File: config.mk
export PLATFORM = sky130hd
export DESIGN_NAME = front_panel_led_driver
export DESIGN_NICKNAME = d
export VERILOG_FILES = /design/src/rtl/front_panel_pkg.sv /design/src/rtl/strobe_sync.sv /design/src/rtl/front_panel_led_driver.sv
export SDC_FILE = /design/constraint.sdc
export NUM_CORES = 1
export LEC_CHECK = 0
export CORE_MARGIN = 2
export CORE_UTILIZATION = 45
export CTS_CLUSTER_SIZE = 28
export DETAILED_ROUTE_END_ITERATION = 16
export DONT_BUFFER_PORTS = 1
export PLACE_DENSITY = 0.57
export SYNTH_ARGS = -nofsm -noshare
export SYNTH_HDL_FRONTEND = slang
export SYNTH_SLANG_ARGS = --single-unit
File: constraint.sdc
create_clock -name CLK -period 2.95 [get_ports CLK]
set_input_delay 0.59 -clock CLK [delete_from_list [all_inputs] [get_ports CLK]]
set_output_delay 0.59 -clock CLK [all_outputs]
set_load 0.1 [all_outputs]
File: src/rtl/front_panel_pkg.sv
// Shared types and constants for the front-panel LED driver and its helpers.
package front_panel_pkg;

   localparam int LED_COUNT    = 8;
   localparam int PWM_BITS_DEF = 4;

   typedef logic [LED_COUNT-1:0] led_vec_t;

   // Spread one control bit across every LED lane.
   function automatic led_vec_t led_fill(input logic b);
      return {LED_COUNT{b}};
   endfunction

endpackage

File: src/rtl/strobe_sync.sv
// Brings an asynchronous strobe into the CLK domain through a flop chain.
// It emits a registered one-cycle pulse on each rising edge of the strobe.
// The pulse appears SYNC_STAGES+1 CLK edges after the strobe is first sampled high.
module strobe_sync
   import front_panel_pkg::*;
#(
   parameter int SYNC_STAGES = 2
) (
   input  logic CLK,
   input  logic NRST,
   input  logic STB_IN,
   output logic STB_RISE
);

   logic [SYNC_STAGES-1:0] sync_p0;
   logic                   sync_last_p1;
   logic                   rise_p2;

   // Metastability chain, previous-value flop and registered rising-edge pulse
   always_ff @(posedge CLK or posedge NRST) begin
      if (NRST) begin
         sync_p0      <= '0;
         sync_last_p1 <= 1'b0;
         rise_p2      <= 1'b0;
      end else begin
         sync_p0      <= {sync_p0[SYNC_STAGES-2:0], STB_IN};
         sync_last_p1 <= sync_p0[SYNC_STAGES-1];
         rise_p2      <= sync_p0[SYNC_STAGES-1] & ~sync_last_p1;
      end
   end

   assign STB_RISE = rise_p2;

endmodule

File: src/rtl/front_panel_led_driver.sv
// Front-panel LED driver.
// An 8-bit LED image arrives from the SPI slave (SCLK domain) with a strobe.
// The strobe is synchronized, and the image is captured into a shadow register.
// The image is committed to the active register only at a PWM period boundary,
// so a visible PWM cycle never mixes two images.
// The outputs add global PWM dimming, per-LED blink and a lamp-test override.
module front_panel_led_driver
   import front_panel_pkg::*;
#(
   parameter int PWM_BITS    = PWM_BITS_DEF,
   parameter int BLINK_HALF  = 6000000,
   parameter int SYNC_STAGES = 2
) (
   input  logic                CLK,
   input  logic                NRST,
   input  led_vec_t            LED_DATA,
   input  logic                LED_STB,
   input  logic [PWM_BITS-1:0] BRIGHT,
   input  led_vec_t            BLINK_EN,
   input  logic                LAMP_TEST,
   output led_vec_t            LED_OUT,
   output logic                UPDATED,
   output logic                UPD_LOST
);

   localparam logic [PWM_BITS-1:0] PWM_MAX    = '1;
   localparam int                  BLINK_W    = (BLINK_HALF > 1) ? $clog2(BLINK_HALF) : 1;
   localparam logic [BLINK_W-1:0]  BLINK_LAST = BLINK_W'(BLINK_HALF - 1);

   logic                cap;
   logic [PWM_BITS-1:0] pwm_cnt;
   logic                wrap;
   logic                pwm_on;
   logic [BLINK_W-1:0]  blink_cnt;
   logic                blink_phase;

   led_vec_t            shadow_p0;
   logic                pending_p0;
   led_vec_t            active_p1;
   logic                upd_lost_q;
   logic                updated_p2;
   led_vec_t            led_out_p2;

   led_vec_t            shadow_nxt;
   logic                pending_nxt;
   led_vec_t            active_nxt;
   logic                upd_lost_nxt;
   logic                commit;
   led_vec_t            led_out_nxt;

   // Strobe from the SCLK domain becomes a single CLK-domain capture pulse
   strobe_sync #(
      .SYNC_STAGES (SYNC_STAGES)
   ) u_strobe_sync (
      .CLK      (CLK),
      .NRST     (NRST),
      .STB_IN   (LED_STB),
      .STB_RISE (cap)
   );

   assign wrap   = (pwm_cnt == PWM_MAX);
   assign pwm_on = (BRIGHT == PWM_MAX) || (pwm_cnt < BRIGHT);

   // Free-running PWM counter; its last count marks the commit boundary
   always_ff @(posedge CLK or posedge NRST) begin
      if (NRST) begin
         pwm_cnt <= '0;
      end else begin
         pwm_cnt <= pwm_cnt + PWM_BITS'(1);
      end
   end

   // Blink prescaler: phase toggles every BLINK_HALF clocks
   always_ff @(posedge CLK or posedge NRST) begin
      if (NRST) begin
         blink_cnt   <= '0;
         blink_phase <= 1'b1;
      end else if (blink_cnt == BLINK_LAST) begin
         blink_cnt   <= '0;
         blink_phase <= ~blink_phase;
      end else begin
         blink_cnt   <= blink_cnt + BLINK_W'(1);
      end
   end

   // Capture and commit decisions.
   // A capture that lands on the wrap goes straight to active.
   // A second capture while one is still pending overwrites it and flags the loss.
   always_comb begin
      shadow_nxt   = shadow_p0;
      pending_nxt  = pending_p0;
      active_nxt   = active_p1;
      upd_lost_nxt = upd_lost_q;
      commit       = 1'b0;
      if (cap) begin
         shadow_nxt = LED_DATA;
         if (wrap) begin
            active_nxt  = LED_DATA;
            pending_nxt = 1'b0;
            commit      = 1'b1;
         end else begin
            pending_nxt = 1'b1;
            if (pending_p0) begin
               upd_lost_nxt = 1'b1;
            end
         end
      end else if (wrap && pending_p0) begin
         active_nxt  = shadow_p0;
         pending_nxt = 1'b0;
         commit      = 1'b1;
      end
   end

   // Shadow/pending (capture stage), active image (commit stage) and the loss flag
   always_ff @(posedge CLK or posedge NRST) begin
      if (NRST) begin
         shadow_p0  <= '0;
         pending_p0 <= 1'b0;
         active_p1  <= '0;
         upd_lost_q <= 1'b0;
      end else begin
         shadow_p0  <= shadow_nxt;
         pending_p0 <= pending_nxt;
         active_p1  <= active_nxt;
         upd_lost_q <= upd_lost_nxt;
      end
   end

   // Output combine: lamp test wins, otherwise image gated by blink and PWM
   always_comb begin
      led_out_nxt = '0;
      if (LAMP_TEST) begin
         led_out_nxt = led_fill(1'b1);
      end else begin
         led_out_nxt = active_p1 & (~BLINK_EN | led_fill(blink_phase)) & led_fill(pwm_on);
      end
   end

   // Registered LED drive and the commit pulse
   always_ff @(posedge CLK or posedge NRST) begin
      if (NRST) begin
         led_out_p2 <= '0;
         updated_p2 <= 1'b0;
      end else begin
         led_out_p2 <= led_out_nxt;
         updated_p2 <= commit;
      end
   end

   assign LED_OUT  = led_out_p2;
   assign UPDATED  = updated_p2;
   assign UPD_LOST = upd_lost_q;

endmodule

==> results of run 1 <==
[cell type report]
| class | count | share of cell area |
|---|---|---|
| clock buffers | 9 | 0.0436 |
| clock inverters | 7 | 0.0352 |
| inverters | 9 | 0.0119 |
| multi-input cells | 138 | 0.353 |
| flip-flops and latches | 59 | 0.520 |
| well taps | 72 | 0.0317 |
| repair buffers | 2 | 0.00528 |
[path summary, 6_finish.rpt]
kind / startpoint / end / slack, ns / cells after the start
hold reg to reg: u_strobe_sync.sync_p0[0]$_DFF_PP0_ / u_strobe_sync.sync_p0[1]$_DFF_PP0_ / 0.36 / 0
max in group asynchronous: NRST / blink_phase$_DFFE_PP1N_ / 1.94 / 2
setup reg to reg: blink_cnt[0]$_DFF_PP0_ / blink_phase$_DFFE_PP1N_ / 0.75 / 6
min in group CLK: LED_STB / u_strobe_sync.sync_p0[0]$_DFF_PP0_ / 0.28 / 0
setup / recovery: blink_cnt[0]$_DFF_PP0_ / blink_phase$_DFFE_PP1N_ / 0.75 / 6
hold / removal: NRST / pwm_cnt[2]$_DFF_PP0_ / 0.17 / 1
[state kept, by name, summed over array words and instances, names as in the netlist]
name	count
UPDATED	1
active_p1	8
u_strobe_sync.sync_last_p1	1
u_strobe_sync.STB_RISE	1
UPD_LOST	1
LED_OUT	8
blink_cnt	23
shadow_p0	8
u_strobe_sync.sync_p0	2
pwm_cnt	4
blink_phase	1
pending_p0	1
[stage by stage]
stage / hold WS [ns] / utilization / setup slack, ns
floorplan: 0.331 / - / 0.905
global placement: 0.337 / 0.479 / 0.855
detailed placement: 0.347 / 0.479 / 0.747
CTS: 0.184 / 0.520 / 0.732
global route: 0.205 / 0.520 / 0.593
finish: 0.173 / 0.520 / 0.751
[cell usage in the layout, fill, tap and decap left out, drive strengths merged]
master | netlist | routed
nor2 | 14 | 14
o21a | 1 | 1
a21oi | 10 | 10
nor2b | 2 | 2
buf | 1 | 2
o221ai | 1 | 1
or4 | 3 | 3
nor3 | 5 | 5
a31o | 1 | 1
o21bai | 1 | 1
nand3 | 8 | 8
a211oi | 1 | 1
or3b | 1 | 1
nor4bb | 1 | 1
mux2 | 16 | 16
and3 | 5 | 5
nand4 | 5 | 5
dfrtp | 58 | 58
a21boi | 8 | 8
inv | 9 | 10
nand2b | 1 | 1
clkinv | 0 | 4
nand2 | 6 | 6
nor4 | 4 | 4
mux2i | 1 | 1
and4 | 1 | 1
nand4b | 1 | 1
dfstp | 1 | 1
xnor2 | 12 | 12
a41oi | 1 | 1
or2 | 1 | 1
clkbuf | 2 | 9
xor2 | 7 | 7
bufinv | 0 | 2
a21o | 3 | 3
o21ai | 9 | 9
ha | 5 | 5
and2 | 2 | 2
o31ai | 1 | 1
[layer usage]
metal | global-route usage | up-vias
met5 | 0 | -
met4 | 0.0776 | 0
met3 | 0.0534 | 8
met2 | 0.265 | 34
met1 | 0.202 | 808
li1 | - | 761
[critical path, cell delays in order, from the launching register on]
cell,delay (ns)
dfrtp_1,0.39
ha_1,0.20
nand3_1,0.24
or4_1,0.61
nor2_2,0.32
buf_4,0.23
xnor2_1,0.13
[report_power, final]
| part | switching [mW] | internal, mW | leakage (nW) |
|---|---|---|---|
| Sequential | 0.0996 | 0.854 | 0.729 |
| Combinational | 0.0388 | 0.0409 | 0.459 |
| Clock | 0.330 | 0.481 | 0.114 |
[cells by family after synthesis]
logic type / after synthesis / share of synthesized area
and+or+nand+nor: 60 / 0.137
DFF: 59 / 0.585
AOI/OAI and AO/OA: 37 / 0.0941
xor gates and xnor gates: 19 / 0.0658
muxes: 17 / 0.0752
buffers and inverters: 12 / 0.0183
adders and majority gates: 5 / 0.0248
==> results.py, run 1 <==
metrics = {
    "status": {
        "status": "finished clean",
    },
    "timing": {
        "setup_viol": 0,
        "hold_viol_final": 0,
        "drv_slew": 0,
        "fin_tns_setup_ns": 0,
        "tightest_slew_ns": 0.990,
        "fin_crit_ns": 2.20,
        "clock_skew_ns": 0.0154,
        "rsz0062_at_grt": "false",
        "fin_crit_sh": 0.745,
        "fmax_ghz": 0.455,
        "slew-limit-headroom": 0.334,
    },
    "grt": {
        "gr-total-overflow": 0,
        "track_usage": 0.165,
        "grt_antenna_before_repair": 0,
        "grt_pass1_wl_mm": 7.76,
        "grt_max_degree": 35,
        "grt_pass1_vias": 1641,
    },
    "cells_and_area": {
        "final_area_sq_um": 2840,
        "multi_input_area_sq_um": 1000,
        "antenna_cells": 0,
        "layout.area.seq_sq_um": 1480,
        "stdcell_count": 296,
        "drive_above_1_share": 0.205,
        "fill_cells": 505,
        "nets": 248,
        "syn_to_final_growth_pct": 12.5,
    },
    "power_and_ir_drop": {
        "peakVddDrop_v": 0.000333,
        "p_leak_nw": 1.30,
        "finalPower_mw": 1.84,
        "power_density_nw_per_um2": 648,
    },
    "die": {
        "dieArea_sq_um": 6230,
        "chipWidth_um": 78.9,
        "start_util": 0.462,
        "fp.dieH_um": 78.9,
        "core_area_sq_um": 5470,
        "ios": 34,
        "rows": 27,
    },
    "placed_design": {
        "io_buffers": 0,
        "dp_hpwl_mm": 3.30,
        "place_inst": 280,
        "place.gp.congestion": 0.827,
        "placed_area_sq_um": 2620,
    },
    "detailed_routing": {
        "wl_met3_um": 214,
        "drtIter0Drc": 37,
        "dr.max_layer_used": "met4",
        "num_vias": 1611,
        "wl_met1_mm": 2.01,
        "wl_met2_mm": 2.24,
        "drt-vias-per-instance": 5.44,
        "remaining_drc_errors": 0,
        "ant_nets": 0,
        "first_pass_iters": 4,
        "finalWirelength_mm": 4.52,
        "wl_per_cell_um": 15.3,
    },
    "clocking": {
        "htreeDepth": 3,
        "cts_setup_buffers": 0,
        "cts-root-buf": "clkbuf_8",
        "path_clk_slew_ns": 0.07,
        "clock_latency_ns": 0.34,
        "cts.repair.resized": 0,
        "cts_made_buffers": 9,
        "postCtsHoldBufs": 0,
        "clock-sinks": 59,
        "cts_tree": "yes",
        "cts_buffer_depth": 2,
    },
    "yosys": {
        "synth_seq_cells": 59,
        "yosys.area.top_type_share": 0.574,
        "yosysSeqAreaShare": 0.585,
        "yosys-top-cells-count": "58 x dfrtp_1, 16 x mux2_2, 13 x nor2_1, 12 x xnor2_1",
        "ys_warn_count": 0,
        "synth_nets": 238,
        "synthesis.area_sq_um": 2530,
        "async_flop_share": 1.00,
        "syn_avg_cell_area_sq_um": 12.1,
        "yosysMostFrequentCell": "dfrtp_1",
        "synth_ff_type": "dfrtp_1",
        "syn_inst": 209,
        "yosysTopAreaCell": "dfrtp_1",
        "synth.area.top_cells": "dfrtp_1 57%, mux2_2 7.1%, xnor2_1 4.2%",
        "ys_types": 43,
        "synth_edf_count": 0,
    },
    "setup_path": {
        "critPathMaxFanout": 8,
        "cp_data_required_time_ns": 3.21,
        "startpoint_type": "flop",
        "end_kind": "flop",
        "critPathArrivalTime_ns": 2.46,
        "worstSetupPathType": "flop to flop",
    },
    "flow_run": {
        "cap_violations": 0,
    },
    "worst_hold_path": {
        "min_path_type": "primary input to asynchronous set/reset pin",
    },
}
Note: power is estimated with default switching activity, not from simulation.
==> run 2: changes to the inputs <==
- PLACE_DENSITY: 0.57 -> 0.59
- clock period: 2.95 -> 2 ns (I/O delays scaled with it)
==> run 2 against run 1 <==
Net effect: the run now ends with negative hold slack left; clock skew down 0.0078 ns; combinational power rose to 3.4 times the previous value; cell count up 5.1%; non-clock buffer count grew 15; critical path depth decreased by 2; utilization increased by 2.3 points; sequential power increased by 35%; critical endpoint is now blink_cnt[22]$_DFF_PP0_; largest power group unchanged.
==> results.py, run 2 (synthesis gave the netlist of run 1 again) <==
metrics = {
    "detailed_routing": {
        "remaining_drc_errors": 0,
        "ant_nets": 0,
        "first_pass_iters": 4,
        "finalWirelength_mm": 4.66,
        "drtIter0Drc": 80,
        "drt-vias-per-instance": 5.41,
        "num_vias": 1681,
        "wl_per_cell_um": 15.0,
    },
    "timing": {
        "fmax_ghz": 0.532,
        "clock_skew_ns": 0.00758,
        "hold_viol_final": 11,
        "whs_ns": -0.00780,
        "fin_ws_ns": 0.120,
        "rsz0062_at_grt": "false",
        "fin_crit_sh": 0.940,
        "drv_slew": 0,
        "fin_crit_ns": 1.88,
        "tightest_slew_ns": 0.919,
        "fin_tns_setup_ns": 0,
        "setup_viol": 0,
        "slew-limit-headroom": 0.386,
    },
    "cells_and_area": {
        "nets": 263,
        "final_common_cell": "dfrtp_1",
        "layout_common_cells": "58 x dfrtp_1, 16 x mux2_2, 16 x buf_4",
        "antenna_cells": 0,
        "syn_to_final_growth_pct": 17.6,
        "largest_reg_flops": 23,
        "drive_above_1_share": 0.255,
        "stdcell_count": 311,
        "top_register": "blink_cnt",
    },
    "setup_path": {
        "cp_data_required_time_ns": 2.27,
        "worstSetupPathType": "flop to flop",
        "critPathArrivalTime_ns": 2.15,
        "critPathMaxFanout": 5,
        "end_kind": "flop",
        "startpoint_type": "flop",
    },
    "power_and_ir_drop": {
        "power_density_nw_per_um2": 930,
        "peakVddDrop_v": 0.000414,
        "p_leak_nw": 1.37,
    },
    "placed_design": {
        "dp_hpwl_mm": 3.30,
        "place_inst": 295,
        "place.gp.congestion": 0.853,
        "post-place-ws_ns": 0.129,
        "io_buffers": 0,
    },
    "clocking": {
        "postCtsHoldBufs": 0,
        "clock_latency_ns": 0.33,
        "cts.repair.resized": 0,
        "htreeDepth": 3,
        "cts_setup_buffers": 0,
        "clock-sinks": 59,
        "cts-root-buf": "clkbuf_8",
        "cts_made_buffers": 9,
        "cts_tree": "yes",
        "cts_buffer_depth": 2,
        "path_clk_slew_ns": 0.07,
    },
    "grt": {
        "gr-total-overflow": 0,
        "grt_antenna_before_repair": 0,
        "grt_pass1_wl_mm": 7.93,
        "track_usage": 0.166,
        "grt_pass1_vias": 1753,
        "grt_max_degree": 60,
    },
    "die": {
        "chipWidth_um": 78.9,
        "start_util": 0.462,
        "rows": 27,
        "fp.dieH_um": 78.9,
        "core_area_sq_um": 5470,
        "ios": 34,
        "dieArea_sq_um": 6230,
    },
    "worst_hold_path": {
        "min_path_type": "primary input to asynchronous set/reset pin",
    },
    "status": {
        "violations": "negative hold slack",
        "status": "finished with violations",
    },
    "flow_run": {
        "cap_violations": 0,
    },
}
## run 2: cell count changes in the layout (fill, tap and decap cells not counted)
cell / delta
buf_12: +1
buf_4: +14
clkbuf_8: +1
clkinv_4: -2
clkinvlp_4: +2
inv_6: -1
## run 2: layout make-up
type                       count  area [sq um]
sequential                    59          1480
multi-input combinational    138          1000
clock buffer                  10           138
clock inverter                 6          88.8
timing repair buffer          17           140
inverter                       9          33.8
fill                         474          2500
tap                           72          90.1
## run 2: path summary, 6_finish.rpt
kind	start	to	slack, ns	depth (start not counted)
min in group CLK	LED_STB	u_strobe_sync.sync_p0[0]$_DFF_PP0_	0.09	0
worst max-delay path	blink_cnt[8]$_DFF_PP0_	blink_cnt[22]$_DFF_PP0_	0.12	4
worst max register to register	blink_cnt[8]$_DFF_PP0_	blink_cnt[22]$_DFF_PP0_	0.12	4
max in group asynchronous	NRST	blink_phase$_DFFE_PP1N_	1.71	2
worst min register to register	u_strobe_sync.sync_p0[1]$_DFF_PP0_	u_strobe_sync.sync_last_p1$_DFF_PP0_	0.37	0
worst min-delay path	NRST	UPD_LOST$_DFFE_PP0P_	-0.008	2
## run 2: per-stage QoR
step	hold WS (ns)	util	power, mW	cell area (sq um)
global placement	0.339	0.502	1.57	2750
floorplan	0.331	-	1.52	2530
finish	-0.00780	0.543	2.76	2970
CTS	0.0000169	0.543	2.80	2970
global route	0.0157	0.543	2.88	2970
detailed placement	0.344	0.502	1.58	2750
## run 2: report_power, final
part           switching [mW]  total (mW)  internal, mW
registers              0.0258        1.29          1.26
logic                   0.186       0.271        0.0847
clock network           0.469        1.20         0.734
total                   0.681        2.76          2.08
## run 2: critical path, stage by stage (launching register included)
cell and delay, ns:
dfrtp_1 0.44, nand4_2 0.18, or4_4 0.57, or4_4 0.49, a21oi_2 0.14
## run 2: layer usage
| layer | vias up | routed length, um | track usage |
|---|---|---|---|
| met3 | 10 | 219 | 0.0489 |
| met1 | 839 | 2010 | 0.192 |
| met4 | 0 | 80 | 0.0759 |
| met5 | - | 0 | 0 |
| li1 | 794 | - | - |
| met2 | 38 | 2350 | 0.284 |
==> run 3: changes to the inputs <==
- PLACE_DENSITY: 0.59 -> 0.57
- clock period: 2 -> 2.1 ns (I/O delays scaled with it)
==> run 3 against run 2 <==
Net effect: total power shrank 6.3%; design area shrank 1.1%; fmax shrank 3.0%; sequential power shrank 5%; first-iteration DRC count shrank 57%; worst hold slack gained 0.016 ns; largest power group unchanged; setup slack gained 0.042 ns; global-route usage grew 0.91 points; wire length grew 4.9%; critical endpoint is now blink_cnt[20]$_DFF_PP0_; the flow now finishes without violations; largest cell class unchanged; sequential cell count is the same; combinational power shrank 4%.
==> results.py, run 3 (synthesis gave the netlist of run 1 again) <==
metrics = {
    "timing": {
        "rsz0062_at_grt": "false",
        "fin_crit_ns": 1.94,
        "fin_tns_setup_ns": 0,
        "fin_crit_sh": 0.923,
        "clock_skew_ns": 0.00731,
        "setup_viol": 0,
        "fin_ws_ns": 0.162,
        "drv_slew": 0,
        "hold_viol_final": 0,
        "fmax_ghz": 0.516,
        "slew-limit-headroom": 0.395,
        "whs_ns": 0.00826,
        "tightest_slew_ns": 0.906,
    },
    "detailed_routing": {
        "num_vias": 1680,
        "drt-vias-per-instance": 5.44,
        "finalWirelength_mm": 4.89,
        "wl_met2_mm": 2.40,
        "wl_met3_um": 202,
        "wl_per_cell_um": 15.8,
        "remaining_drc_errors": 0,
        "drtIter0Drc": 34,
        "dr.max_layer_used": "met4",
        "wl_met1_mm": 2.20,
        "ant_nets": 0,
        "first_pass_iters": 6,
    },
    "clocking": {
        "clock_latency_ns": 0.33,
        "cts_tree": "yes",
        "clock-sinks": 59,
        "cts.repair.resized": 0,
        "htreeDepth": 3,
        "path_clk_slew_ns": 0.07,
        "postCtsHoldBufs": 0,
        "cts_buffer_depth": 2,
        "cts_made_buffers": 9,
        "cts_setup_buffers": 0,
        "cts-root-buf": "clkbuf_8",
    },
    "setup_path": {
        "cp_data_required_time_ns": 2.32,
        "critPathMaxFanout": 8,
        "end_kind": "flop",
        "startpoint_type": "flop",
        "worstSetupPathType": "flop to flop",
        "critPathArrivalTime_ns": 2.16,
    },
    "placed_design": {
        "dp_hpwl_mm": 3.40,
        "place.gp.congestion": 0.817,
        "placed_area_sq_um": 2730,
        "post-place-ws_ns": 0.174,
        "io_buffers": 0,
    },
    "grt": {
        "grt_antenna_before_repair": 0,
        "grt_max_degree": 36,
        "grt_pass1_wl_mm": 8.38,
        "track_usage": 0.175,
        "gr-total-overflow": 0,
        "grt_pass1_vias": 1774,
    },
    "die": {
        "ios": 34,
        "rows": 27,
        "start_util": 0.462,
        "chipWidth_um": 78.9,
        "dieArea_sq_um": 6230,
        "core_area_sq_um": 5470,
        "fp.dieH_um": 78.9,
    },
    "power_and_ir_drop": {
        "p_leak_nw": 1.36,
        "peakVddDrop_v": 0.000508,
        "power_density_nw_per_um2": 880,
    },
    "cells_and_area": {
        "layout_common_cells": "58 x dfrtp_1, 16 x mux2_2, 14 x buf_4",
        "largest_reg_flops": 23,
        "drive_above_1_share": 0.241,
        "final_common_cell": "dfrtp_1",
        "final_area_sq_um": 2940,
        "nets": 261,
        "final_util": 0.537,
        "syn_to_final_growth_pct": 16.3,
        "top_register": "blink_cnt",
        "antenna_cells": 0,
        "fill_cells": 498,
    },
    "flow_run": {
        "cap_violations": 0,
    },
    "worst_hold_path": {
        "min_path_type": "primary input to asynchronous set/reset pin",
    },
    "status": {
        "status": "finished clean",
    },
}
[run 3: path summary, 6_finish.rpt]
check                                                   start                                 end  slack (ns)  depth (start not counted)
max reg2reg                            blink_cnt[0]$_DFF_PP0_             blink_cnt[20]$_DFF_PP0_        0.16                          6
min reg2reg                u_strobe_sync.sync_p0[0]$_DFF_PP0_  u_strobe_sync.sync_p0[1]$_DFF_PP0_        0.35                          0
min in group CLK                                      LED_STB  u_strobe_sync.sync_p0[0]$_DFF_PP0_        0.12                          0
min                                                      NRST            shadow_p0[7]$_DFFE_PP0P_       0.008                          1
max                                    blink_cnt[0]$_DFF_PP0_             blink_cnt[20]$_DFF_PP0_        0.16                          6
max in group asynchronous                                NRST             blink_phase$_DFFE_PP1N_        1.46                          2
[run 3: area by class of cell]
cell class,instances,area [sq um],area share
flip-flops and latches,59,1480,0.503
multi-input cells,138,1000,0.341
clock buffers,11,131,0.0447
repair buffers,15,125,0.0426
well taps,72,90.1,0.0307
clock inverters,5,77.6,0.0264
inverters,9,33.8,0.0115
[run 3: metrics by stage]
step                      instances  power (mW)
after floorplan                 209        1.45
after global placement          293        1.50
after detailed placement        293        1.51
after CTS                       309        2.61
after global routing            309        2.69
final                           309        2.59
[run 3: layer usage]
metal | track usage | vias up
met3 | 0.0443 | 12
met4 | 0.0741 | 0
met2 | 0.296 | 35
met5 | 0 | -
met1 | 0.213 | 847
li1 | - | 786
[run 3: where the power goes]
group	total (mW)	internal (mW)	switching, mW	leakage (nW)
Combinational	0.260	0.0803	0.179	0.527
Clock	1.10	0.665	0.437	0.103
Sequential	1.23	1.20	0.0242	0.729
[run 3: critical path, stage by stage (launching register included)]
cell	delay, ns
dfrtp_1	0.40
ha_1	0.21
nand3_1	0.13
or4_1	0.56
nor2_2	0.25
buf_4	0.21
nor3_1	0.07
